==> src/rtl/frame_draw_scheduler.sv <==
// rtl/frame_draw_scheduler.sv - per-frame sequencer sharing one VGA write port among three draw clients
// Clients run one at a time in index order; only the active client's pixels reach the adapter.
module frame_draw_scheduler #(
  parameter int TIMEOUT = 20000
) (
  input  logic       CLOCK,
  input  logic       RESETN,
  input  logic       FRAME_TICK,
  input  logic [2:0] CLIENT_EN,
  input  logic       CLEAR_FLAGS,
  input  logic [2:0] DONE,
  input  logic [2:0] PLOT_IN,
  input  logic [7:0] X0,
  input  logic [7:0] X1,
  input  logic [7:0] X2,
  input  logic [6:0] Y0,
  input  logic [6:0] Y1,
  input  logic [6:0] Y2,
  input  logic [2:0] C0,
  input  logic [2:0] C1,
  input  logic [2:0] C2,
  output logic [2:0] START,
  output logic [7:0] VGA_X,
  output logic [6:0] VGA_Y,
  output logic [2:0] VGA_COLOUR,
  output logic       VGA_PLOT,
  output logic [1:0] ACTIVE,
  output logic       FRAME_BUSY,
  output logic       FRAME_DONE,
  output logic       OVERRUN,
  output logic       TIMEOUT_ERR
);
  localparam int TW = $clog2(TIMEOUT);

  typedef enum logic [2:0] {S_IDLE, S_ISSUE, S_WAIT, S_NEXT, S_FINISH} state_t;

  state_t          state_q, state_d;
  logic [1:0]      active_q, active_d;
  logic [2:0]      en_q, en_d;
  logic [TW-1:0]   timer_q, timer_d;
  logic            pending_q, pending_d;
  logic            overrun_q, overrun_d;
  logic            timeout_err_q, timeout_err_d;
  logic [7:0]      vga_x_q, vga_x_d;
  logic [6:0]      vga_y_q, vga_y_d;
  logic [2:0]      vga_colour_q, vga_colour_d;
  logic            vga_plot_q, vga_plot_d;

  logic [3:0]      done_ext, plot_ext;
  logic [1:0]      next_idx;
  logic [7:0]      sel_x;
  logic [6:0]      sel_y;
  logic [2:0]      sel_c;

  // Index 3 stands for "no client" and is never DONE or plotting.
  assign done_ext = {1'b0, DONE};
  assign plot_ext = {1'b0, PLOT_IN};

  // Lowest enabled index at or above 'from'; 3 when none remains.
  function automatic logic [1:0] pick(input logic [2:0] en, input int from);
    pick = 2'd3;
    for (int i = 2; i >= 0; i--) begin
      if (en[i] && i >= from) pick = 2'(i);
    end
  endfunction

  assign next_idx = pick(en_q, int'(active_q) + 1);

  always_ff @(posedge CLOCK or negedge RESETN) begin
    if (!RESETN) begin
      state_q       <= S_IDLE;
      active_q      <= 2'd3;
      en_q          <= '0;
      timer_q       <= '0;
      pending_q     <= 1'b0;
      overrun_q     <= 1'b0;
      timeout_err_q <= 1'b0;
      vga_x_q       <= '0;
      vga_y_q       <= '0;
      vga_colour_q  <= '0;
      vga_plot_q    <= 1'b0;
    end else begin
      state_q       <= state_d;
      active_q      <= active_d;
      en_q          <= en_d;
      timer_q       <= timer_d;
      pending_q     <= pending_d;
      overrun_q     <= overrun_d;
      timeout_err_q <= timeout_err_d;
      vga_x_q       <= vga_x_d;
      vga_y_q       <= vga_y_d;
      vga_colour_q  <= vga_colour_d;
      vga_plot_q    <= vga_plot_d;
    end
  end

  always_comb begin
    state_d       = state_q;
    active_d      = active_q;
    en_d          = en_q;
    timer_d       = timer_q;
    pending_d     = pending_q;
    overrun_d     = overrun_q;
    timeout_err_d = timeout_err_q;
    // Clear first so a coincident set below takes priority.
    if (CLEAR_FLAGS) begin
      overrun_d     = 1'b0;
      timeout_err_d = 1'b0;
    end
    if (FRAME_TICK && state_q != S_IDLE) begin
      pending_d = 1'b1;
      if (pending_q) overrun_d = 1'b1;
    end
    case (state_q)
      S_IDLE: begin
        if (FRAME_TICK || pending_q) begin
          en_d      = CLIENT_EN;
          pending_d = 1'b0;
          active_d  = pick(CLIENT_EN, 0);
          state_d   = (CLIENT_EN == 3'b000) ? S_FINISH : S_ISSUE;
        end
      end
      S_ISSUE: begin
        timer_d = '0;
        state_d = S_WAIT;
      end
      S_WAIT: begin
        timer_d = timer_q + 1'b1;
        if (done_ext[active_q]) begin
          state_d = S_NEXT;
        end else if (timer_q == TW'(TIMEOUT - 1)) begin
          timeout_err_d = 1'b1;
          state_d       = S_NEXT;
        end
      end
      S_NEXT: begin
        active_d = next_idx;
        state_d  = (next_idx == 2'd3) ? S_FINISH : S_ISSUE;
      end
      S_FINISH: state_d = S_IDLE;
      default:  state_d = S_IDLE;
    endcase
  end

  always_comb begin
    case (active_q)
      2'd1:    begin sel_x = X1; sel_y = Y1; sel_c = C1; end
      2'd2:    begin sel_x = X2; sel_y = Y2; sel_c = C2; end
      default: begin sel_x = X0; sel_y = Y0; sel_c = C0; end
    endcase
    vga_x_d      = vga_x_q;
    vga_y_d      = vga_y_q;
    vga_colour_d = vga_colour_q;
    vga_plot_d   = 1'b0;
    if (state_q == S_WAIT) begin
      vga_x_d      = sel_x;
      vga_y_d      = sel_y;
      vga_colour_d = sel_c;
      vga_plot_d   = plot_ext[active_q] && (sel_x <= 8'd159) && (sel_y <= 7'd119);
    end
  end

  always_comb begin
    START       = (state_q == S_ISSUE) ? (3'b001 << active_q) : 3'b000;
    ACTIVE      = active_q;
    FRAME_BUSY  = (state_q != S_IDLE);
    FRAME_DONE  = (state_q == S_FINISH);
    OVERRUN     = overrun_q;
    TIMEOUT_ERR = timeout_err_q;
    VGA_X       = vga_x_q;
    VGA_Y       = vga_y_q;
    VGA_COLOUR  = vga_colour_q;
    VGA_PLOT    = vga_plot_q;
  end
endmodule

==> config.mk <==
export PLATFORM = sky130hd
export DESIGN_NAME = frame_draw_scheduler
export DESIGN_NICKNAME = d
export VERILOG_FILES = /design/src/rtl/frame_draw_scheduler.sv
export SDC_FILE = /design/constraint.sdc
export NUM_CORES = 1
export LEC_CHECK = 0
export BUFFER_PORTS_ARGS = -buffer_cell sky130_fd_sc_hd__clkbuf_2
export CAP_MARGIN = 30
export CORE_MARGIN = 4
export CORE_UTILIZATION = 35
export CTS_CLUSTER_SIZE = 8
export DETAILED_ROUTE_END_ITERATION = 7
export HOLD_SLACK_MARGIN = 0.15
export SYNTH_ARGS = -nofsm -noshare
export SYNTH_HDL_FRONTEND = slang
export SYNTH_SLANG_ARGS = --single-unit
==> constraint.sdc <==
create_clock -name CLOCK -period 2.6 [get_ports CLOCK]
set_input_delay 0.52 -clock CLOCK [delete_from_list [all_inputs] [get_ports CLOCK]]
set_output_delay 0.52 -clock CLOCK [all_outputs]
set_load 0.02 [all_outputs]
After elaboration in Yosys (flattened, before gate mapping)
Cells that the tools add are included.
{"block": "op_classes", "shift": 1, "addsub": 2, "magnitude_cmp": 6, "muxes": 34, "reduce_logical": 15, "eq_ne": 10}
{"operator": "15-bit case mux with 2 select lines", "n": 1}
{"operator": "3-bit two-way mux", "n": 6}
{"operator": "8-bit case mux with 2 select lines", "n": 1}
{"operator": "15-bit by 1-bit adder with 15-bit output (second input constant)", "n": 1}
{"operator": "15-bit == test (second input constant)", "n": 1}
{"operator": "1-bit two-way mux", "n": 15}
{"operator": "7-bit case mux with 2 select lines", "n": 1}
{"operator": "3-bit case mux with 4 select lines", "n": 1}
{"operator": "2-bit two-way mux", "n": 5}
{"operator": "8-bit less-or-equal comparator (second input constant)", "n": 1}
{"operator": "7-bit less-or-equal comparator (second input constant)", "n": 1}
{"operator": "3-bit by 2-bit == test with 1-bit output (second input constant)", "n": 2}
{"operator": "1-bit by 3-bit >= comparator with 1-bit output (first input constant)", "n": 2}
{"operator": "1-bit logical AND", "n": 6}
{"operator": "3-bit logical NOT", "n": 2}
{"operator": "3-bit case mux with 2 select lines", "n": 1}
{"operator": "2-bit AND reduction", "n": 3}
{"operator": "1-bit binary-select mux with 2-bit select", "n": 2}
{"operator": "2-bit == test (second input constant)", "n": 2}
{"operator": "2-bit case mux with 2 select lines", "n": 1}
{"operator": "2-bit nonzero test", "n": 2}
{"operator": "2-bit by 1-bit adder with 3-bit output (second input constant)", "n": 1}
{"operator": "3-bit by 1-bit == test with 1-bit output (second input constant)", "n": 1}
{"operator": "3-bit == test (second input constant)", "n": 1}
{"operator": "8 further kinds", "n": 8}
{"block": "word_totals", "in_bits": 67, "output_inout_bits": 28, "reg_bits": 45, "word_cells": 79}

Logic depth before layout (Yosys ltp)
{"block": "logic_depth", "depth_word": 9, "mapped_depth": 9, "ltp_nobuf": 6}

Worst setup path after synthesis
OpenSTA, ideal clock, no wires.
{"block": "synth_path", "kind": "reg2reg", "from": "register active_q[0] (netlist: ACTIVE[0])", "to": "register vga_plot_q (netlist: VGA_PLOT)", "stages_incl_launch_ff": 8, "required_time_ns": 2.499, "slack_ns": 0.322, "period_less_slack_ns": 2.278, "t_arrival_ns": 2.177, "cell_sequence": "dfstp_2 clkbuf_1 inv_1 ha_1 clkbuf_1 mux2i_1 nor4_1 nor4_1"}
{"block": "synth_via", "elab_chain_len": 6}
{"item": "start, declared", "line": "38", "rtl": "logic [1:0] active_q, active_d;"}
{"item": "start signal, assigned", "line": "84", "rtl": "active_q <= active_d;"}
{"item": "2-bit == test / 2-bit by 1-bit == test with 1-bit output (equally long branches)", "line": "146", "rtl": "case (active_q)"}
{"item": "8-bit case mux with 2 select lines", "line": "146"}
{"item": "8-bit less-or-equal comparator", "line": "159", "rtl": "vga_plot_d = plot_ext[active_q] && (sel_x <= 8'd159) && (sel_y <= 7'd119);"}
{"item": "1-bit logical AND", "line": "159"}
{"item": "1-bit logical AND *", "line": "159"}
{"item": "1-bit two-way mux *", "line": "155", "rtl": "if (state_q == S_WAIT) begin"}
{"item": "net vga_plot_d", "line": "47", "rtl": "logic vga_plot_q, vga_plot_d;"}
{"item": "end signal, assigned", "line": "93", "rtl": "vga_plot_q <= vga_plot_d;"}
{"item": "end, declared", "line": "47"}
Mark *: on every way through the listed nets, which the timed path passes. The rest lies on a longest branch. The select of a mux whose other input is x is not followed.
A chain may end at the register's enable or synchronous reset.

Worst setup path after layout
{"block": "layout_path", "from": "register state_q[0]", "to": "output port START[1]"}
{"block": "layout_via", "elab_chain_len": 2}
{"item": "start, declared", "line": "37", "rtl": "state_t state_q, state_d;"}
{"item": "start signal, assigned", "line": "83", "rtl": "state_q <= state_d;"}
{"item": "3-bit by 1-bit == test with 1-bit output", "line": "164", "rtl": "START = (state_q == S_ISSUE) ? (3'b001 << active_q) : 3'b000;"}
{"item": "3-bit two-way mux", "line": "164"}
{"item": "end, declared", "line": "22", "rtl": "output logic [2:0] START,"}
Every way passes these cells.

==> impl_metrics.toml <==
[outcome]
status = "completed"

[clocking]
clock-root-buffer = "clkbuf_8"
cts.sinks = 45
cts.htree.levels = 2
clkSlewWorstSetupHoldPaths_ns = 0.08
insertion_delay_ns = 0.30
cts_buffer_depth = 2
cts_tree = "done"
numCtsBuffers = 5

[critical_path]
startpoint = "state_q[0]"
cp-start-kind = "flip-flop"
setup.worst_path.class = "flip-flop to output pin"
r2r_end = "VGA_PLOT"
endpoint_kind = "output pin"
ff2ff_path_depth = 5
crit_slowest_cell = "nor3b_1"
regToRegSetupSlack_ns = 0.42
arrival_ns = 1.76
critPathMaxStageDelay_ns = 0.57
reg2reg_from = "ACTIVE[0]"
worstPathCellList = "nor3b_1 -> and2_1 -> clkbuf_2"
required_ns = 2.08
path_max_fanout = 9
critPathCapture = "START[1]"

[yosys]
avgSynthCellArea_um2 = 9.29
synth.cell_area_mm2 = 0.00254
synth_edf_count = 0
synth_seq_cells = 45
yosysTopAreaCell = "dfrtp_1"
yosys_warnings = 0
synth.net_count = 347
yosys-top-cells-area = "dfrtp_1 (42%), o21ai_0 (7.7%), nand2_1 (6.8%), mux2i_1 (5.9%), a22o_1 (3.5%)"
synth_top_area_share = 0.424
synth_cell_type_count = 42
yosysSeqAreaShare = 0.445
synth_cells = 273
synthArstFlopShare = 1.00
ys.flop_type = "dfrtp_1"

[sta]
finalSetupViolCount = 0
relSlewSlack = 0.580
min_period_ns = 2.28
fin_crit_sh = 0.879
finalHoldViolCount = 0
fmax_ghz = 0.438
rsz0062_at_grt = "false"
tns_ns = 0
tightest_slew_ns = 0.629
drv_slew = 0
finClkSkew_ns = 0.00518

[grt]
grt_pass1_vias = 2315
grt_pass1_wl_mm = 11.1
grt_max_degree = 46
grt_antenna_before_repair = 0
overflow = 0
grt.total_usage = 0.157

[power_and_ir_drop]
peakVddDrop_mv = 0.536
total_power_mw = 3.67
leakagePower_nw = 1.63
p_per_area_mw_per_mm2 = 1140

[detailed_routing]
ant_nets = 0
routed_wl_mm = 6.54
drt_iter0_drc = 109
drc = 0
vias = 2295
routed_via_density = 4.99
drt_first_pass_iters = 4
wire_per_inst_um = 14.2

[hold_path]
hold_path.class = "primary input to async pin"

[finish]
insertedDiodeCount = 0
multi_input_area_mm2 = 0.00131
final_nets = 437
final_area_mm2 = 0.00320
drive_above_1_share = 0.335
syn_to_final_growth_pct = 26.3
seqCellArea_mm2 = 0.00113
final_cells = 460
n_fill_cell = 712

[place]
dp.cells = 452
io_buffers = 94
place.gp.congestion = 0.855
hpwl_mm = 5.07
post_dp_cell_area_mm2 = 0.00310

[floorplan]
die_y_um = 93.1
io_pins = 95
dieWidth_um = 93.1
start_util = 0.367
fp.coreArea_mm2 = 0.00691
dieArea_mm2 = 0.00867
rows = 30

[flow_run]
maxCapViolCount = 0
flip-flops by register name (all words and copies together), names as in the netlist, 2 cells and up:
signal and count:
state_q 3, en_q 3, timer_q 15, ACTIVE 2, VGA_X 8, VGA_COLOUR 3
VGA_Y 7
worst max-delay path: cells and delay by family (launching register included):
family | cells | cell delay, ns
buffers and inverters | 1 | 0.18
DFF | 1 | 0.49
and+or+nand+nor | 2 | 0.79
repair_timing:
item,4_1_cts,5_1_grt
gates resized for setup,0,1
buffers inserted,0,0
endpoints found under the setup margin,0,1
hold buffers,0,0
final cells by class:
type / instances / area share
Sequential cell: 45 / 0.352
Clock buffer: 7 / 0.0301
Inverter: 8 / 0.00937
Timing Repair Buffer: 100 / 0.161
Clock inverter: 1 / 0.00156
Multi-Input combinational cell: 203 / 0.408
Tap cell: 96 / 0.0375
routing by layer:
metal | share of wire | track usage | vias to the layer above
met2 | 0.51 | 0.268 | 50
li1 | - | - | 1172
met3 | 0.033 | 0.0306 | 12
met1 | 0.43 | 0.201 | 1061
met4 | 0.019 | 0.0501 | 0
met5 | 0 | 0 | -
through the flow:
step           worst slack [ns]  utilization  hold slack, ns
2_1_floorplan             0.322            -           0.224
6_report                  0.315        0.464           0.287
4_1_cts                   0.104        0.464           0.324
3_3_place_gp              0.502        0.449           0.460
5_1_grt                   0.191        0.464           0.358
3_5_place_dp              0.379        0.449           0.469
cells by family (layout without fill, tap and decap cells):
group	count (synthesis)	in the layout	share of synthesized area
adder cells (fa/ha/maj)	7	7	0.0345
AND/OR/NAND/NOR	93	93	0.193
buffers and inverters	25	116	0.0400
multiplexers	20	20	0.0814
flip-flops	45	45	0.445
AO/OA/AOI/OAI	83	83	0.206
worst min-delay path by stage:
| stage | cells after the start | start | endpoint | slack, ns |
|---|---|---|---|---|
| 2_1_floorplan | 0 | RESETN | OVERRUN | 0.22 |
| 3_3_place_gp | 1 | timer_q[14] | timer_q[14] | 0.46 |
| 3_5_place_dp | 2 | VGA_Y[5] | VGA_Y[5] | 0.47 |
| 4_1_cts | 2 | RESETN | OVERRUN | 0.32 |
| 5_1_grt | 2 | RESETN | OVERRUN | 0.36 |
| 6_report | 2 | RESETN | timer_q[8] | 0.29 |
cell usage in the layout, fill, tap and decap left out, types with 2 or more instances in the layout:
master and n:
a31oi_1 2, a21o_1 3, a21oi_1 6, buf_4 6
clkbuf_8 7, nand3_1 3, dfrtp_1 43, o211ai_1 4
and3_1 2, nor2_1 9, a22o_1 10, nand3b_1 3
mux2i_1 15, nand2_1 46, o31ai_1 2, and2_1 4
or3b_2 2, nor3_1 2, a22oi_1 11, inv_1 8
nor2b_1 4, clkbuf_2 94, nand4_1 3, o22ai_1 2
nor4_1 6, dfstp_2 2, ha_1 6, mux2_2 5
o21ai_0 39
cells in the mapped netlist (3+ instances only):
cell / instances
a21o_1: 3
a21oi_1: 6
a22o_1: 10
a22oi_1: 11
and2_1: 4
buf_2: 3
clkbuf_1: 13
dfrtp_1: 43
ha_1: 7
inv_1: 8
mux2_2: 5
mux2i_1: 15
nand2_1: 46
nand3_1: 3
nand3b_1: 3
nand4_1: 3
nor2_1: 9
nor2b_1: 4
nor4_1: 6
o211ai_1: 4
o21ai_0: 39
report_power, final:
group | internal (mW) | total, mW | switching [mW]
Combinational | 0.798 | 2.02 | 1.22
Clock | 0.241 | 0.480 | 0.239
Sequential | 0.956 | 1.17 | 0.213
Total | 1.99 | 3.67 | 1.67
(Power assumes the default switching activity.)
